[src/rtl/addsub_div_seq.sv]
// Unsigned restoring divider that sequences a shared external add/subtract datapath.
// One quotient bit costs a SHIFT cycle plus a SUB cycle (longer while add_ready is low).
module addsub_div_seq #(
    parameter int WIDTH = 16,
    parameter int ITER  = 16
) (
    input  logic             clk,
    input  logic             rst_n,
    input  logic             start,
    input  logic [WIDTH-1:0] dividend,
    input  logic [WIDTH-1:0] divisor,
    output logic             busy,
    output logic             done,
    output logic [WIDTH-1:0] quotient,
    output logic [WIDTH-1:0] remainder,
    output logic             div_by_zero,
    output logic [WIDTH-1:0] add_a,
    output logic [WIDTH-1:0] add_b,
    output logic             add_sub,
    output logic             add_en,
    input  logic [WIDTH-1:0] add_sum,
    input  logic             add_cout,
    input  logic             add_ready,
    output logic [1:0]       dbg_state
);

    localparam int CW = $clog2(ITER);

    typedef enum logic [1:0] {
        S_IDLE  = 2'd0,
        S_SHIFT = 2'd1,
        S_SUB   = 2'd2,
        S_DONE  = 2'd3
    } state_t;

    state_t           r_state;
    state_t           w_next;
    logic [CW-1:0]    r_cnt;
    logic [WIDTH-1:0] r_rem;
    logic             r_msb;
    logic [WIDTH-1:0] r_q;
    logic [WIDTH-1:0] r_d;
    logic [WIDTH-1:0] r_quot;
    logic [WIDTH-1:0] r_remd;
    logic             r_dbz;
    logic             r_zero_wait;
    logic [WIDTH-1:0] r_add_a;
    logic [WIDTH-1:0] r_add_b;

    logic             w_zero;
    logic             w_success;
    logic             w_last;

    assign w_zero    = (divisor == '0);
    // A set r_msb means the 17-bit partial remainder already exceeds any divisor.
    assign w_success = r_msb | add_cout;
    assign w_last    = (r_cnt == CW'(ITER - 1));

    assign quotient    = r_quot;
    assign remainder   = r_remd;
    assign div_by_zero = r_dbz;
    assign dbg_state   = r_state;

    always_ff @(posedge clk or negedge rst_n) begin
        if (!rst_n) begin
            r_state <= S_IDLE;
        end else begin
            r_state <= w_next;
        end
    end

    // Handshake: start is taken only in IDLE; add_sum/add_cout are consumed
    // only in a cycle where add_en=1 and add_ready=1, operands stay stable until then.
    always_comb begin
        w_next  = r_state;
        busy    = 1'b0;
        done    = 1'b0;
        add_en  = 1'b0;
        add_sub = 1'b0;
        add_a   = r_add_a;
        add_b   = r_add_b;
        case (r_state)
            S_IDLE: begin
                if (start) begin
                    w_next = w_zero ? S_DONE : S_SHIFT;
                end
            end
            S_SHIFT: begin
                busy   = 1'b1;
                w_next = S_SUB;
            end
            S_SUB: begin
                busy    = 1'b1;
                add_en  = 1'b1;
                add_sub = 1'b1;
                add_a   = r_rem;
                add_b   = r_d;
                if (add_ready) begin
                    w_next = w_last ? S_DONE : S_SHIFT;
                end
            end
            S_DONE: begin
                // Divide-by-zero spends one silent cycle here so done lands one edge later.
                done = ~r_zero_wait;
                if (!r_zero_wait) begin
                    w_next = S_IDLE;
                end
            end
            default: w_next = S_IDLE;
        endcase
    end

    always_ff @(posedge clk or negedge rst_n) begin
        if (!rst_n) begin
            r_cnt       <= '0;
            r_rem       <= '0;
            r_msb       <= 1'b0;
            r_q         <= '0;
            r_d         <= '0;
            r_quot      <= '0;
            r_remd      <= '0;
            r_dbz       <= 1'b0;
            r_zero_wait <= 1'b0;
            r_add_a     <= '0;
            r_add_b     <= '0;
        end else begin
            case (r_state)
                S_IDLE: begin
                    if (start) begin
                        if (w_zero) begin
                            r_quot      <= '1;
                            r_remd      <= dividend;
                            r_dbz       <= 1'b1;
                            r_zero_wait <= 1'b1;
                        end else begin
                            r_d   <= divisor;
                            r_q   <= dividend;
                            r_rem <= '0;
                            r_msb <= 1'b0;
                            r_cnt <= '0;
                            r_dbz <= 1'b0;
                        end
                    end
                end
                S_SHIFT: begin
                    {r_msb, r_rem} <= {r_rem, r_q[WIDTH-1]};
                    r_q            <= r_q << 1;
                end
                S_SUB: begin
                    r_add_a <= r_rem;
                    r_add_b <= r_d;
                    if (add_ready) begin
                        if (w_success) begin
                            r_rem  <= add_sum;
                            r_q[0] <= 1'b1;
                        end
                        r_msb <= 1'b0;
                        r_cnt <= r_cnt + CW'(1);
                        if (w_last) begin
                            r_quot <= {r_q[WIDTH-1:1], w_success};
                            r_remd <= w_success ? add_sum : r_rem;
                        end
                    end
                end
                S_DONE: begin
                    r_zero_wait <= 1'b0;
                end
                default: ;
            endcase
        end
    end

endmodule

[config.mk]
export PLATFORM = sky130hd
export DESIGN_NAME = addsub_div_seq
export DESIGN_NICKNAME = d
export VERILOG_FILES = /design/src/rtl/addsub_div_seq.sv
export SDC_FILE = /design/constraint.sdc
export NUM_CORES = 1
export LEC_CHECK = 0
export CORE_MARGIN = 2
export CORE_UTILIZATION = 51
export DETAILED_ROUTE_END_ITERATION = 10
export GPL_ROUTABILITY_DRIVEN = 0
export PLACE_DENSITY_LB_ADDON = 0.08
export REMOVE_ABC_BUFFERS = 1
export SLEW_MARGIN = 20
export SYNTH_ARGS = -nofsm -noshare
export SYNTH_HDL_FRONTEND = slang
export SYNTH_SLANG_ARGS = --single-unit
[constraint.sdc]
create_clock -name clk -period 2.75 [get_ports clk]
set_input_delay 0.6875 -clock clk [delete_from_list [all_inputs] [get_ports clk]]
set_output_delay 0.6875 -clock clk [all_outputs]
set_load 0.005 [all_outputs]
Word-level counts from Yosys, hierarchy flattened. Cells that the tools add are included.

Add/sub/neg operators: 1. Equal/unequal tests: 11. Muxes and demuxes: 44. Bitwise operators: 3. Reductions and logical operators: 16.

Operators with widths (count): 2-to-1 mux 16 bit (16); case mux 16 bit (2 select lines) (2); case mux 16 bit (3 select lines) (1); case mux 15 bit (2 select lines) (1); logical NOT 16 bit (1); != test 2 bit, second input constant (7); 2-to-1 mux 4 bit (3); AND reduction 3 bit (4); 2-to-1 mux 1 bit (11); 2-to-1 mux 2 bit (5); AND reduction 5 bit (2); case mux 2 bit (4 select lines) (1); case mux 4 bit (2 select lines) (1); AND reduction 4 bit (2); case mux 1 bit (3 select lines) (2); nonzero test 2 bit (3); adder 4 x 1 -> 4 bit, second input constant (1); == test 2 bit, second input constant (2); == test 4 bit, second input constant (1); nonzero test 3 bit (1); == test 2 x 1 -> 1 bit, second input constant (1); logical NOT 2 bit (1); NOT 1 bit (2); case mux 1 bit (2 select lines) (1); 3 further kinds (3).

Register bits: 121. Output and inout port bits: 71. Logic and storage cells: 88.

Depth between registers and ports, before layout. Gate-level depths: netlist of the first run.

Depth in word-level cells: 5. Depth in mapped cells: 8.

Least setup slack after synthesis of the first run. No wires, ideal clock.

Path type: reg2out. Start: reg r_state[0], in the netlist dbg_state[0]. End: out add_a[0]. Arrival: 1819 ps. Required time: 2062 ps. Path slack: 243 ps. Cell stages (with the launch flop): 6. Path through: dfrtp_1 > inv_1 > ha_1 > clkbuf_1 > clkbuf_1 > mux2_2.

Cells in the longest elaborated chain, start to end: 2.

RTL lines: start: declaration (RTL line 36) `state_t r_state;`; start signal: assignment (RTL line 68) `r_state <= w_next;`; == test 2 bit (RTL line 82) `case (r_state)`; 2-to-1 mux 16 bit; end: declaration (RTL line 17) `output logic [WIDTH-1:0] add_a,`.

Every way passes these cells.

Worst setup path after layout of the first run.
Start: reg r_state[0], in the netlist dbg_state[0]. End: out add_b[11].

Cells in the longest elaborated chain, start to end: 2.

RTL lines: == test 2 bit (RTL line 82); 2-to-1 mux 16 bit; end: declaration (RTL line 18) `output logic [WIDTH-1:0] add_b,`.

Every way passes these cells.

==> out/metrics.yaml, run 1 <==
grt:
  grt_overflow: 0
  grt_pass1_wl_mm: 23.9
  antenna_found_initial: 0
  grt_util_all_layers_pct: 24.5
  grt_max_degree: 78
  grt_pass1_vias: 4457
worst_setup_path:
  critPathMaxFanout: 11
  r2r_end: "remainder[9]"
  rr_worst_depth: 10
  crit_top_cell: "buf_12"
  crit_type: "flip-flop to output pin"
  crit_chain: "inv_2, ha_4, buf_12, buf_12, mux2_2, dlygate4sd2_1"
  slowest_delay_ps: 390
  crit_slowest_cell: "dfrtp_1"
  worst_ep_arrival_time_ps: 1970
  required_ps: 2060
  reg2reg_from: "dbg_state[1]"
  endpoint_kind: "output pin"
  critPathLaunchType: "flip-flop"
  r2r_setup_slack_ps: 250
yosys:
  synth_cell_type_count: 54
  synth_cells: 470
  ys_seq_elements: 121
  syn_avg_cell_area_um2: 12.6
  synth_edf_count: 0
  ys.flop_type: "dfrtp_1"
  syn_area_mm2: 0.00591
  yosysWarnings: 0
  yosysSeqAreaShare_pct: 51.2
  yosysMostFrequentCell: "dfrtp_1"
  synth_top_area_share_pct: 51.2
  synth_top_area_cell: "dfrtp_1"
  synth_common_cells: "dfrtp_1, mux2_2, a21boi_0"
  synthTopCellsByArea: "dfrtp_1, mux2_2, a21boi_0"
  synth-async-reset-ratio_pct: 100
detailed_routing:
  wl_per_cell_um: 19.1
  drt_wl_total_mm: 14.6
  drc: 0
  drtIter0Drc: 247
  dr.pass1.iters: 4
  vias_per_cell: 5.62
  ant_nets: 0
  num_vias: 4299
place:
  dp_hpwl_mm: 9.82
  port_buffers: 123
  post-place-ws_ps: -90.7
  placed_area_mm2: 0.00742
clocking:
  cts_buffer_depth: 2
  cts_max_level: 4
  cts.sinks: 121
  cts_tree: "done"
  cts_root_buf: "clkbuf_16"
  clk_pin_slew_worst_paths_ps: 50
  cts_inserted_buffers: 17
  hold_buffers: 0
  clock_latency_ps: 410
layout:
  post-route-util_pct: 71.4
  final_area_mm2: 0.00812
  drive_above_1_share_pct: 25.7
  nets: 670
  area_growth_pct: 37.3
  antenna_cells: 0
floorplanning:
  num_rows: 39
  coreArea_mm2: 0.0114
  dieArea_mm2: 0.0125
  pin_count: 124
  die_x_um: 112
  dieHeight_um: 112
  initial_core_util_pct: 52.0
power_and_ir_drop:
  peakVddDrop_mv: 0.698
  p_leak_nw: 3.52
  power_density_mw_per_mm2: 1110
timing:
  hold_violations: 0
  rsz0062_at_grt: "no"
  timing.final.crit_share_pct: 96.7
  fin_crit_ps: 2660
  relSlewSlack_pct: 67.3
  slew_violations: 0
  worst-slew-pin-transition_ps: 487
  finalSetupViolCount: 0
  fin_tns_setup_ps: 0
  setup_ws_ps: 90.8
  skew_ps: 6.52
  max_freq_mhz: 376
status:
  outcome: "finished, final reports clean"
job:
  cap_violations: 0
hold_path:
  hold_class: "primary input to asynchronous set/reset pin"
[cells by family (layout without fill, tap and decap cells)]
kind of cell | count (synthesis) | in the layout | share of synthesized area, %
AO/OA/AOI/OAI | 119 | 119 | 17.0
buffers and inverters | 54 | 206 | 4.61
multiplexers | 86 | 86 | 16.6
flip-flops | 121 | 121 | 51.2
adder cells (fa/ha/maj) | 7 | 7 | 1.48
AND/OR/NAND/NOR | 83 | 83 | 9.19
[worst max-delay path by stage]
stage	cells after the start	slack, ps	start	to
CTS	5	-70	dbg_state[0]	add_b[14]
global route	6	20	dbg_state[0]	add_b[11]
floorplan	5	-910	dbg_state[0]	quotient[0]
detailed placement	6	-90	divisor[10]	remainder[9]
finish	6	90	dbg_state[0]	add_b[11]
global placement	6	10	divisor[10]	remainder[6]
[cell usage in the layout (no fill, tap or decap), types with 5 or more instances in the layout]
cell type,n
o21a_1,16
nor2b_1,5
nand2b_1,18
nand2_1,24
mux2_4,15
buf_4,21
clkdlybuf4s50_1,90
inv_1,20
ha_1,6
dfrtp_1,120
mux2_2,52
nor3b_1,16
a21boi_0,32
mux2i_1,19
o21ai_0,18
clkbuf_16,17
o22a_1,13
dlygate4sd2_1,29
o221a_2,15
nor2_1,5
buf_12,10
[worst max-delay path, delay by kind of cell, from the launching register on]
family,cells,cell delay (ps)
mux,1,350
flops,1,390
buf+inv,4,610
fa+ha+maj,1,210
[metal layers]
metal | track usage, % | part of all wire (%) | vias to the layer above
met5 | 0 | 0 | -
met4 | 8.89 | 1.2 | 0
met3 | 5.06 | 4.4 | 15
met2 | 38.9 | 49 | 109
met1 | 33.8 | 45 | 2187
li1 | - | - | 1988
[layout make-up]
type / count / area [um2]
clock buffers: 24 / 492
clock inverters: 7 / 115
fillers: 831 / 3250
inverters: 21 / 78.8
multi-input cells: 295 / 2650
flip-flops and latches: 121 / 3030
well taps: 143 / 179
repair buffers: 154 / 1580
[timing repair]
item,CTS,global route
pin swaps,0,0
endpoints found under the hold margin,0,0
setup buffers,3,2
cloned,1,0
setup endpoints to repair,32,3
gates resized for setup,42,3
[state kept, by name, summed over array words and instances (netlist names)]
register     count
quotient        16
r_add_a         16
r_add_b         16
r_d             16
r_q             16
r_rem           16
remainder       16
r_cnt            4
dbg_state        2
div_by_zero      1
r_msb            1
r_zero_wait      1
[metrics by stage]
stage / hold WS, ps / cells / power [W]
after floorplan: 392 / 437 / 0.00487
after global placement: 470 / 728 / 0.00657
after detailed placement: 479 / 728 / 0.00670
after CTS: 102 / 763 / 0.00901
after global routing: 110 / 765 / 0.00947
final: 112 / 765 / 0.00899
[report_power, final]
group	internal, W	switching [W]
clock	0.00151	0.000769
sequential	0.00247	0.000411
combinational	0.00215	0.00168
total	0.00613	0.00286
(Power assumes the default switching activity.)
==> run 2, diff against run 1 <==
--- a/config.mk
+++ b/config.mk
@@ -5,8 +5,10 @@
 export SDC_FILE = /design/constraint.sdc
 export NUM_CORES = 1
 export LEC_CHECK = 0
+export CELL_PAD_IN_SITES_DETAIL_PLACEMENT = 0
+export CELL_PAD_IN_SITES_GLOBAL_PLACEMENT = 1
 export CORE_MARGIN = 2
-export CORE_UTILIZATION = 51
+export CORE_UTILIZATION = 41
 export DETAILED_ROUTE_END_ITERATION = 10
 export GPL_ROUTABILITY_DRIVEN = 0
 export PLACE_DENSITY_LB_ADDON = 0.08
==> run 2 against run 1 <==
The run now ends with negative setup slack left. Final cell count up 5.2%. Clock power up 6%. Design area up 1.6%. Die area up 23%. Global-route usage down 4.0 points. Via count down 1.0%. Critical path depth down 1. Total power up 2.4%. Largest power group unchanged. Highest routed layer unchanged.
==> out/metrics.yaml, run 2 (synthesis gave the netlist of run 1 again) <==
timing:
  skew_ps: 5.75
  rsz0062_at_grt: "yes"
  fin_crit_ps: 2780
  setup_ws_ps: -25.1
  timing.final.crit_share_pct: 101
  relSlewSlack_pct: 55.4
  slew_violations: 0
  hold_violations: 0
  worst-slew-pin-transition_ps: 669
  finalSetupViolCount: 7
  max_freq_mhz: 360
detailed_routing:
  drt_wl_total_mm: 14.8
  dr.pass1.iters: 4
  wl_per_cell_um: 18.4
  drc: 0
  drtIter0Drc: 274
  vias_per_cell: 5.29
  ant_nets: 0
  num_vias: 4255
worst_setup_path:
  critPathLaunchType: "flip-flop"
  worst_ep_arrival_time_ps: 2090
  crit_type: "flip-flop to output pin"
  endpoint_kind: "output pin"
  rr_worst_depth: 6
  r2r_end: "r_q[15]"
  required_ps: 2060
  critPathMaxFanout: 19
  reg2reg_from: "dbg_state[1]"
  r2r_setup_slack_ps: 430
floorplanning:
  coreArea_mm2: 0.0140
  num_rows: 43
  die_x_um: 124
  pin_count: 124
  dieArea_mm2: 0.0154
  initial_core_util_pct: 42.3
  dieHeight_um: 124
status:
  violations: "negative setup slack"
  outcome: "finished, violations left"
layout:
  mostFrequentLayoutCell: "dfrtp_1"
  antenna_cells: 0
  nFillCells: 1178
  final_cell_mix: "dfrtp_1, clkdlybuf4s50_1, mux2_2"
  drive_above_1_share_pct: 26.6
  post-route-util_pct: 59.0
  nets: 672
  area_growth_pct: 39.6
grt:
  grt_pass1_wl_mm: 23.5
  grt.met2_usage_pct: 30.9
  grt_max_degree: 122
  grt.met3_usage_pct: 4.40
  grt_overflow: 0
  grt_pass1_vias: 4222
  use_met1_pct: 29.2
  grt_util_all_layers_pct: 20.5
  antenna_found_initial: 0
  grt_busiest_layer: "met2"
job:
  cap_violations: 0
clocking:
  cts.sinks: 121
  cts_tree: "done"
  cts_inserted_buffers: 17
  cts_buffer_depth: 2
  clk_pin_slew_worst_paths_ps: 50
  cts_root_buf: "clkbuf_16"
  hold_buffers: 0
  clock_latency_ps: 410
  cts_max_level: 4
hold_path:
  hold_class: "primary input to asynchronous set/reset pin"
place:
  dp_hpwl_mm: 9.94
  post-place-ws_ps: -81.2
  port_buffers: 123
power_and_ir_drop:
  p_leak_nw: 3.64
  power_density_mw_per_mm2: 1120
  peakVddDrop_mv: 0.621
==> run 2: report_power, final <==
group	leakage, nW	internal, W	switching [W]	total [W]
Combinational	1.88	0.00224	0.00168	0.00392
Sequential	1.45	0.00246	0.000407	0.00287
Clock	0.315	0.00161	0.000801	0.00241
==> run 2: worst max-delay path by stage <==
stage,to,startpoint,slack [ps]
finish,add_a[4],dbg_state[0],-30
global placement,quotient[0],divisor[10],-30
CTS,add_a[1],dbg_state[0],-110
detailed placement,quotient[0],divisor[10],-80
floorplan,quotient[0],dbg_state[0],-910
global route,add_a[4],dbg_state[0],-80
==> run 2: worst max-delay path, cell delays in order, from the launching register on <==
cell and delay, ps:
dfrtp_1 400, inv_2 90, ha_4 190, buf_12 170
mux2_2 360, clkdlybuf4s50_1 440
==> run 2: cell type report <==
type | instances | area, um2 | area share (%)
Timing Repair Buffer | 156 | 1640 | 19.9
Tap cell | 180 | 225 | 2.73
Inverter | 21 | 78.8 | 0.955
Clock inverter | 11 | 168 | 2.03
Sequential cell | 121 | 3030 | 36.7
Clock buffer | 21 | 480 | 5.82
Multi-Input combinational cell | 295 | 2630 | 31.8
==> run 2: per-layer routing <==
layer | part of all wire (%) | wire (um) | up-vias
met2 | 47 | 7050 | 115
met4 | 1.2 | 182 | 0
met1 | 47 | 6920 | 2126
li1 | - | - | 1999
met3 | 4.6 | 687 | 15
met5 | 0 | 0 | -
==> run 2: per-stage QoR <==
step | total power, W | TNS, ps | hold WS (ps) | instances | cell area, um2
2_1_floorplan | 0.00487 | -48970 | 392 | 437 | 5720
6_report | 0.00920 | -105 | 348 | 805 | 8250
3_3_place_gp | 0.00664 | -25.2 | 469 | 763 | 7430
5_1_grt | 0.00976 | -505 | 414 | 805 | 8250
4_1_cts | 0.00927 | -2070 | 408 | 799 | 8150
3_5_place_dp | 0.00674 | -752 | 478 | 763 | 7430
==> run 2: repair_timing <==
item                       in CTS  in global routing
setup buffers                   3                  6
gates cloned                    1                  0
setup endpoints to repair      32                 24
gates resized for setup        15                 18
